## config.mk

```make
export PLATFORM = sky130hd
export DESIGN_NAME = clint
export DESIGN_NICKNAME = d
export VERILOG_FILES = /design/src/rtl/clint_pkg.sv /design/src/rtl/clint.sv
export SDC_FILE = /design/constraint.sdc
export NUM_CORES = 1
export LEC_CHECK = 0
export CAP_MARGIN = 10
export CORE_MARGIN = 2
export CORE_UTILIZATION = 33
export CTS_CLUSTER_SIZE = 20
export DETAILED_ROUTE_END_ITERATION = 8
export PLACE_DENSITY = 0.87
export SYNTH_ARGS = -nofsm -noshare
export SYNTH_HDL_FRONTEND = slang
export SYNTH_SLANG_ARGS = --single-unit
```

## constraint.sdc

```tcl
create_clock -name clk -period 1.9 [get_ports clk]
set_input_delay 0.38 -clock clk [delete_from_list [all_inputs] [get_ports clk]]
set_output_delay 0.38 -clock clk [all_outputs]
set_load 0.02 [all_outputs]
```

## src/rtl/clint_pkg.sv

```systemverilog
// Shared CLINT definitions: instruction encodings, CSR addresses, trap causes,
// sequencer states and mstatus update helpers.
package clint_pkg;

    localparam logic [31:0] INST_ECALL  = 32'h0000_0073;
    localparam logic [31:0] INST_EBREAK = 32'h0010_0073;
    localparam logic [31:0] INST_MRET   = 32'h3020_0073;

    localparam logic [11:0] CSR_MSTATUS = 12'h300;
    localparam logic [11:0] CSR_MEPC    = 12'h341;
    localparam logic [11:0] CSR_MCAUSE  = 12'h342;

    localparam logic [31:0] CAUSE_ECALL  = 32'd11;
    localparam logic [31:0] CAUSE_EBREAK = 32'd3;
    localparam logic [31:0] CAUSE_ASYNC  = 32'h8000_000B;

    typedef enum logic [2:0] {
        S_IDLE,
        S_MEPC,
        S_MCAUSE,
        S_MSTATUS,
        S_CALL,
        S_MRET,
        S_RET
    } state_e;

    // Trap entry: MPIE <- MIE, MIE <- 0.
    function automatic logic [31:0] trap_mstatus(input logic [31:0] m);
        logic [31:0] r;
        r    = m;
        r[7] = m[3];
        r[3] = 1'b0;
        return r;
    endfunction

    // Trap return: MIE <- MPIE, MPIE <- 1.
    function automatic logic [31:0] mret_mstatus(input logic [31:0] m);
        logic [31:0] r;
        r    = m;
        r[3] = m[7];
        r[7] = 1'b1;
        return r;
    endfunction

endpackage

```

## src/rtl/clint.sv

```systemverilog
// Core-local interrupt controller: sequences the CSR writes for trap entry
// and MRET, then issues a one-cycle redirect to the execute stage.
module clint
    import clint_pkg::*;
#(
    parameter int INT_WIDTH = 8
) (
    input  logic                 clk,
    input  logic                 rst_n,
    input  logic [INT_WIDTH-1:0] int_flag_i,
    input  logic [31:0]          inst_i,
    input  logic [31:0]          inst_addr_i,
    input  logic                 jump_flag_i,
    input  logic [31:0]          jump_addr_i,
    input  logic [31:0]          csr_mtvec_i,
    input  logic [31:0]          csr_mepc_i,
    input  logic [31:0]          csr_mstatus_i,
    output logic                 hold_flag_o,
    output logic                 we_o,
    output logic [11:0]          waddr_o,
    output logic [31:0]          data_o,
    output logic                 int_assert_o,
    output logic [31:0]          int_addr_o
);

    state_e      r_state;
    state_e      w_state_nxt;
    logic [31:0] r_cause;
    logic        r_we;
    logic [11:0] r_waddr;
    logic [31:0] r_data;
    logic        r_assert;
    logic [31:0] r_int_addr;

    logic        w_idle;
    logic        w_is_sync;
    logic        w_is_mret;
    logic        w_is_async;
    logic        w_trap;
    logic        w_mret;
    logic [31:0] w_epc;
    logic [31:0] w_cause;
    logic        w_we_nxt;
    logic [11:0] w_waddr_nxt;
    logic [31:0] w_data_nxt;
    logic        w_assert_nxt;
    logic [31:0] w_int_addr_nxt;

    assign w_idle     = (r_state == S_IDLE);
    assign w_is_sync  = (inst_i == INST_ECALL) || (inst_i == INST_EBREAK);
    assign w_is_mret  = (inst_i == INST_MRET);
    assign w_is_async = (|int_flag_i) && csr_mstatus_i[3];

    assign w_trap = w_idle && (w_is_sync || (!w_is_mret && w_is_async));
    assign w_mret = w_idle && !w_is_sync && w_is_mret;

    // A redirect in flight takes precedence as the async return point.
    assign w_epc   = (!w_is_sync && jump_flag_i) ? jump_addr_i : inst_addr_i;
    assign w_cause = (inst_i == INST_ECALL)  ? CAUSE_ECALL  :
                     (inst_i == INST_EBREAK) ? CAUSE_EBREAK : CAUSE_ASYNC;

    always_ff @(posedge clk or negedge rst_n) begin
        if (!rst_n) begin
            r_state <= S_IDLE;
        end else begin
            r_state <= w_state_nxt;
        end
    end

    always_comb begin
        w_state_nxt = r_state;
        case (r_state)
            S_IDLE: begin
                if (w_trap) begin
                    w_state_nxt = S_MEPC;
                end else if (w_mret) begin
                    w_state_nxt = S_MRET;
                end
            end
            S_MEPC:    w_state_nxt = S_MCAUSE;
            S_MCAUSE:  w_state_nxt = S_MSTATUS;
            S_MSTATUS: w_state_nxt = S_CALL;
            S_CALL:    w_state_nxt = S_IDLE;
            S_MRET:    w_state_nxt = S_RET;
            S_RET:     w_state_nxt = S_IDLE;
            default:   w_state_nxt = S_IDLE;
        endcase
    end

    // Computes what the output registers show in the next state's cycle.
    always_comb begin
        w_we_nxt       = 1'b0;
        w_waddr_nxt    = r_waddr;
        w_data_nxt     = r_data;
        w_assert_nxt   = 1'b0;
        w_int_addr_nxt = r_int_addr;
        case (r_state)
            S_IDLE: begin
                if (w_trap) begin
                    w_we_nxt    = 1'b1;
                    w_waddr_nxt = CSR_MEPC;
                    w_data_nxt  = w_epc;
                end else if (w_mret) begin
                    w_we_nxt    = 1'b1;
                    w_waddr_nxt = CSR_MSTATUS;
                    w_data_nxt  = mret_mstatus(csr_mstatus_i);
                end
            end
            S_MEPC: begin
                w_we_nxt    = 1'b1;
                w_waddr_nxt = CSR_MCAUSE;
                w_data_nxt  = r_cause;
            end
            S_MCAUSE: begin
                w_we_nxt    = 1'b1;
                w_waddr_nxt = CSR_MSTATUS;
                w_data_nxt  = trap_mstatus(csr_mstatus_i);
            end
            S_MSTATUS: begin
                w_assert_nxt   = 1'b1;
                w_int_addr_nxt = csr_mtvec_i;
            end
            S_MRET: begin
                w_assert_nxt   = 1'b1;
                w_int_addr_nxt = csr_mepc_i;
            end
            default: ;
        endcase
    end

    always_ff @(posedge clk or negedge rst_n) begin
        if (!rst_n) begin
            r_cause    <= '0;
            r_we       <= 1'b0;
            r_waddr    <= '0;
            r_data     <= '0;
            r_assert   <= 1'b0;
            r_int_addr <= '0;
        end else begin
            if (w_trap) begin
                r_cause <= w_cause;
            end
            r_we       <= w_we_nxt;
            r_waddr    <= w_waddr_nxt;
            r_data     <= w_data_nxt;
            r_assert   <= w_assert_nxt;
            r_int_addr <= w_int_addr_nxt;
        end
    end

    assign hold_flag_o  = w_trap || w_mret || !w_idle;
    assign we_o         = r_we;
    assign waddr_o      = r_waddr;
    assign data_o       = r_data;
    assign int_assert_o = r_assert;
    assign int_addr_o   = r_int_addr;

endmodule

```

Word-level counts from Yosys, hierarchy flattened

Index checks and enable logic that the tools add are counted.

Bits in registers: 113
Bits of input ports: 203
Output and inout bits: 79
Logic and storage cells: 52

Eq/ne operators: 8
Mux-type cells: 17
Reduce and logical (&&, ||, !) cells: 20

Operators by type and width:

| kind                                                   | number |
|---|---|
| 2-to-1 mux 32 bit                                      | 5 |
| case mux 32 bit (3 select lines)                       | 1 |
| case mux 32 bit (2 select lines)                       | 1 |
| case mux 12 bit (3 select lines)                       | 1 |
| equality test 32 x 21 -> 1 bit (second input constant) | 1 |
| equality test 32 x 30 -> 1 bit (second input constant) | 1 |
| equality test 32 x 7 -> 1 bit (second input constant)  | 1 |
| 2-to-1 mux 12 bit                                      | 2 |
| case mux 3 bit (5 select lines)                        | 1 |
| OR reduction 8 bit                                     | 1 |
| equality test 3 x 2 -> 1 bit (second input constant)   | 2 |
| logical AND 1 bit                                      | 6 |
| 2-to-1 mux 3 bit                                       | 2 |
| logical OR 1 bit                                       | 4 |
| OR reduction 2 bit                                     | 2 |
| equality test 3 x 1 -> 1 bit (second input constant)   | 1 |
| equality test 3 bit (second input constant)            | 1 |
| logical NOT 1 bit                                      | 3 |
| logical NOT 3 bit                                      | 1 |
| 2-to-1 mux 1 bit                                       | 3 |
| inequality test 3 x 1 -> 1 bit (second input constant) | 1 |
| nonzero test 3 bit                                     | 1 |
| case mux 1 bit (2 select lines)                        | 1 |
| AND reduction 2 bit                                    | 1 |
| nonzero test 2 bit                                     | 1 |

Logic depth before layout (Yosys ltp)

Depth after elaboration: 8
Depth in mapped cells: 9
Mapped depth without buffers: 7

Worst setup path before layout

OpenSTA, ideal clock, no wires.

Kind: in2reg
Start: input inst_i[16]
End: register r_data[10] (netlist: data_o[10])
Setup time: 0.123 ns
Data arrival time: 1.974 ns
Required time: 1.777 ns
Path slack: -0.197 ns
Stages: 6
Path buffers: 1
Path through: or4_4 -> or4_4 -> and2_4 -> buf_8 -> a31oi_1 -> a21oi_1

Word-level cells in the longest chain between the ends: 7
Elaborated cells between the ends (all ways): 17

Ends and longest elaborated chain:

| what                                                                           | line                                  | RTL |
|---|---|---|
| from (decl)                                                                    | clint.sv:11                           | `input logic [31:0] inst_i,` |
| equality test 32 x 7 -> 1 bit, or another cell as far along                    | clint.sv:50                           | `assign w_is_sync = (inst_i == INST_ECALL) \|\| (inst_i == INST_EBREAK);` |
| logical OR 1 bit / logical NOT 1 bit (equally long branches)                   | clint.sv:50, clint.sv:54              |  |
| logical NOT 1 bit / logical AND 1 bit (equally long branches)                  | clint.sv:55, clint.sv:58, clint.sv:54 |  |
| logical AND 1 bit, or another cell as far along                                | clint.sv:58                           | `assign w_epc = (!w_is_sync && jump_flag_i) ? jump_addr_i : inst_addr_i;` |
| 2-to-1 mux 32 bit, or another cell as far along                                | clint.sv:58                           |  |
| 2-to-1 mux 32 bit / inequality test 3 x 1 -> 1 bit (equally long branches)     | n/a                                   |  |
| case mux 32 bit (3 select lines) / AND reduction 2 bit (equally long branches) | n/a                                   |  |
| to (signal assigned)                                                           | clint.sv:145                          | `r_data <= w_data_nxt;` |
| to (decl)                                                                      | clint.sv:31                           | `logic [31:0] r_data;` |

Several ways; a longest one is shown, not always the timed one.
A chain may end at the register's enable or synchronous reset.

Worst setup path in the final report

Start: input inst_i[15]
End: register r_data[7] (netlist: data_o[7])

Same word-level chain as after synthesis.

==> impl_metrics.toml <==
[final_layout]
finish.net_count = 960
area_growth_pct = 103
final_area_um2 = 8560
num_antenna_cells = 0
layout_commonest_cell = "clkdlybuf4s50_1"
final_util = 0.681
mostFrequentLayoutCells = "clkdlybuf4s50_1, dfrtp_1, nand2_1"
multi_input_area_um2 = 2700
fill_cells = 876
drive_gt1_frac = 0.287
seqCellArea_um2 = 1900

[floorplanning]
die_w_um = 117
std_cell_rows = 41
initial_core_util = 0.336
io_pins = 282
dieArea_um2 = 13700
fp.coreArea_um2 = 12600
die_y_um = 117

[global_routing]
grt_pass1_vias = 4684
grt_remaining_overflow = 0
antenna_found_initial = 0
grt_use_met1 = 0.246
grt_max_degree = 77
top_usage_layer = "met2"
grt_pass1_wl_um = 23500
grt_util_all_layers = 0.222
grtUsageMet2 = 0.388
use_met3 = 0.0767

[clocking]
clk_latency_ns = 0.32
clk_path_buf_depth = 2
cts_buffers = 9
cts_tree = "built"
cts_hold_buf = 0
clockRootBuffer = "clkbuf_16"
htreeDepth = 3
path_clk_slew_ns = 0.06
clock_sinks = 76

[timing]
setup_viol = 33
hold_viol = 0
rsz0062_at_grt = "yes"
clock.fmax_mhz = 479
postLayoutSetupSlackWorst_ns = -0.188
clock_skew_ns = 0.00457
fin_crit_sh = 1.10
fin_crit_ns = 2.09
slew_viol_final = 0

[outcome]
outcome = "finished, violations left"
violations = "negative setup slack"

[synth]
synth_seq_cells = 76
syn_inst = 446
avgSynthCellArea_um2 = 9.46
synth_cell_types = 43
synthesis.area_um2 = 4220
yosys_warnings = 0
ys_seq_area_frac = 0.451

[worst_setup_path]
crit_start = "inst_i[15]"
cp-end-kind = "register"
cp.arrival_ns = 2.35
cp_cell_sequence = "buf_8, nor4_4, nand4_1, buf_4, nor3_4, buf_6, o41ai_4, buf_12, buf_4, nor3_1, a221o_1"
worstPathMaxFanout = 7
max_stage_delay_ns = 0.32
crit_slowest_cell = "nor4_4"
worstSetupPathType = "primary input to register"
crit_required_ns = 2.16
worstSetupStartpointType = "primary input"
cp_common_cell = "buf_4"
worst_r2r_startpoint = "r_state[2]"

[pwr]
pwr_density_cell_nw_per_um2 = 1470
ir_worst_vdd_mv = 0.689
p_leak_nw = 3.66

[route]
routed_wl_um = 17600
drtIter0Drc = 292
remaining_drc_errors = 0
wl_per_cell_um = 18.8
routed_via_density = 5.15
via_count = 4808
antenna_left = 0
dr.pass1.iters = 4

[placement]
finalWeightedCongestion = 0.792
io_buffer_count = 274
place_ws_ns = -0.945
dpl-instance-area_um2 = 7480
hpwl_um = 11300

[flow_run]
drv_cap = 0

[hold_path]
hp-class = "primary input to async pin"
[flip-flops by register name, summed over array words and instances, names as in the netlist]
name,cells
data_o,32
int_addr_o,32
waddr_o,4
r_cause,3
r_state,3
int_assert_o,1
we_o,1
[path summary, 6_finish.rpt]
| kind | endpoint | slack [ns] | cells past startpoint |
|---|---|---|---|
| worst min-delay path | data_o[18] | 0.06 | 2 |
| worst max-delay path | data_o[7] | -0.19 | 11 |
| worst min register to register | int_addr_o[12] | 0.47 | 2 |
| max in group asynchronous | int_addr_o[22] | 1.48 | 2 |
| min in group clk | r_cause[3] | 0.38 | 2 |
| worst max register to register | data_o[4] | -0.14 | 7 |
[kinds of logic (layout without fill, tap and decap cells)]
logic type | after synthesis | in the layout | synth area share
flops | 76 | 76 | 0.451
other cells | 1 | 7 | 0.000889
compound gates | 114 | 114 | 0.153
buf+inv | 42 | 351 | 0.0593
mux | 68 | 68 | 0.170
xor+xnor | 1 | 1 | 0.00208
simple gates | 144 | 145 | 0.163
[metrics by stage]
step / power, mW / hold slack, ns / instances / TNS (ns)
after floorplan: 6.23 / 0.0844 / 452 / -2.85
after global placement: 9.22 / 0.432 / 903 / -25.90
after detailed placement: 9.36 / 0.437 / 903 / -31.13
after CTS: 11.6 / 0.0819 / 926 / -0.742
after global routing: 13.3 / 0.0944 / 934 / -5.21
final: 12.6 / 0.0577 / 934 / -3.66
[power breakdown]
group / total (mW) / internal (mW) / switching (mW)
clock network: 1.83 / 1.18 / 0.649
registers: 2.90 / 2.44 / 0.461
logic: 7.86 / 3.73 / 4.13
[per-layer routing]
metal,share of wire,routed length (um)
met1,0.36,6320
met2,0.50,8700
met3,0.10,1810
met4,0.042,733
met5,0,0
[final cells by class]
class | instances | share of cell area
clock buffer | 11 | 0.0284
multi-input combinational | 335 | 0.315
tap | 172 | 0.0251
inverter | 2 | 0.00132
clock inverter | 5 | 0.00877
timing repair buffer | 333 | 0.399
sequential | 76 | 0.222
[critical path: cells and delay by family]
kind / cells / cell delay (ns)
AOI/OAI and AO/OA: 2 / 0.23
buffers and inverters: 5 / 0.74
and+or+nand+nor: 4 / 1.00
[timing repair]
action,in CTS,in global routing
gates cloned,2,6
buffers inserted,7,4
pin swaps,37,20
gates resized for setup,194,70
endpoints found under the setup margin,42,36
[Yosys cell counts]
master    number  area [um2]
and2_1         1        6.26
nand3_1        1        5.00
or3b_2         1        8.76
o31a_1         1        8.76
and2_4         1        8.76
nand4b_1       1        8.76
a22oi_1        2        15.0
mux2i_1       37         370
o21ai_1        4        20.0
nor4bb_1       1        10.0
buf_2         17        85.1
buf_8          3        45.0
or4_4          2        22.5
a21boi_1       1        7.51
and4b_1        1        10.0
nand2_1       71         267
nor3_1         4        20.0
inv_1          2        7.51
buf_6          1        11.3
clkbuf_1      10        37.5
conb_1         1        3.75
a31oi_1       28         175
xor2_1         1        8.76
nor4b_1        5        43.8
nor4b_2        1        15.0
nor2b_1        2        12.5
mux2_1         1        11.3
o41ai_1        1        8.76
o311ai_4       1        26.3
dfrtp_1       76        1900
nand2b_1       6        37.5
o21ai_0       37         185
a221o_1        1        10.0
a21oi_1       38         190
nand4_1        3        18.8
buf_1          1        3.75
mux2_2        30         338
nand2_4        1        11.3
nand3b_1       1        7.51
nor4_1         8        50.1
nor2_1        32         120
buf_4          8        60.1
or2_1          1        6.26
(Power assumes the default switching activity.)
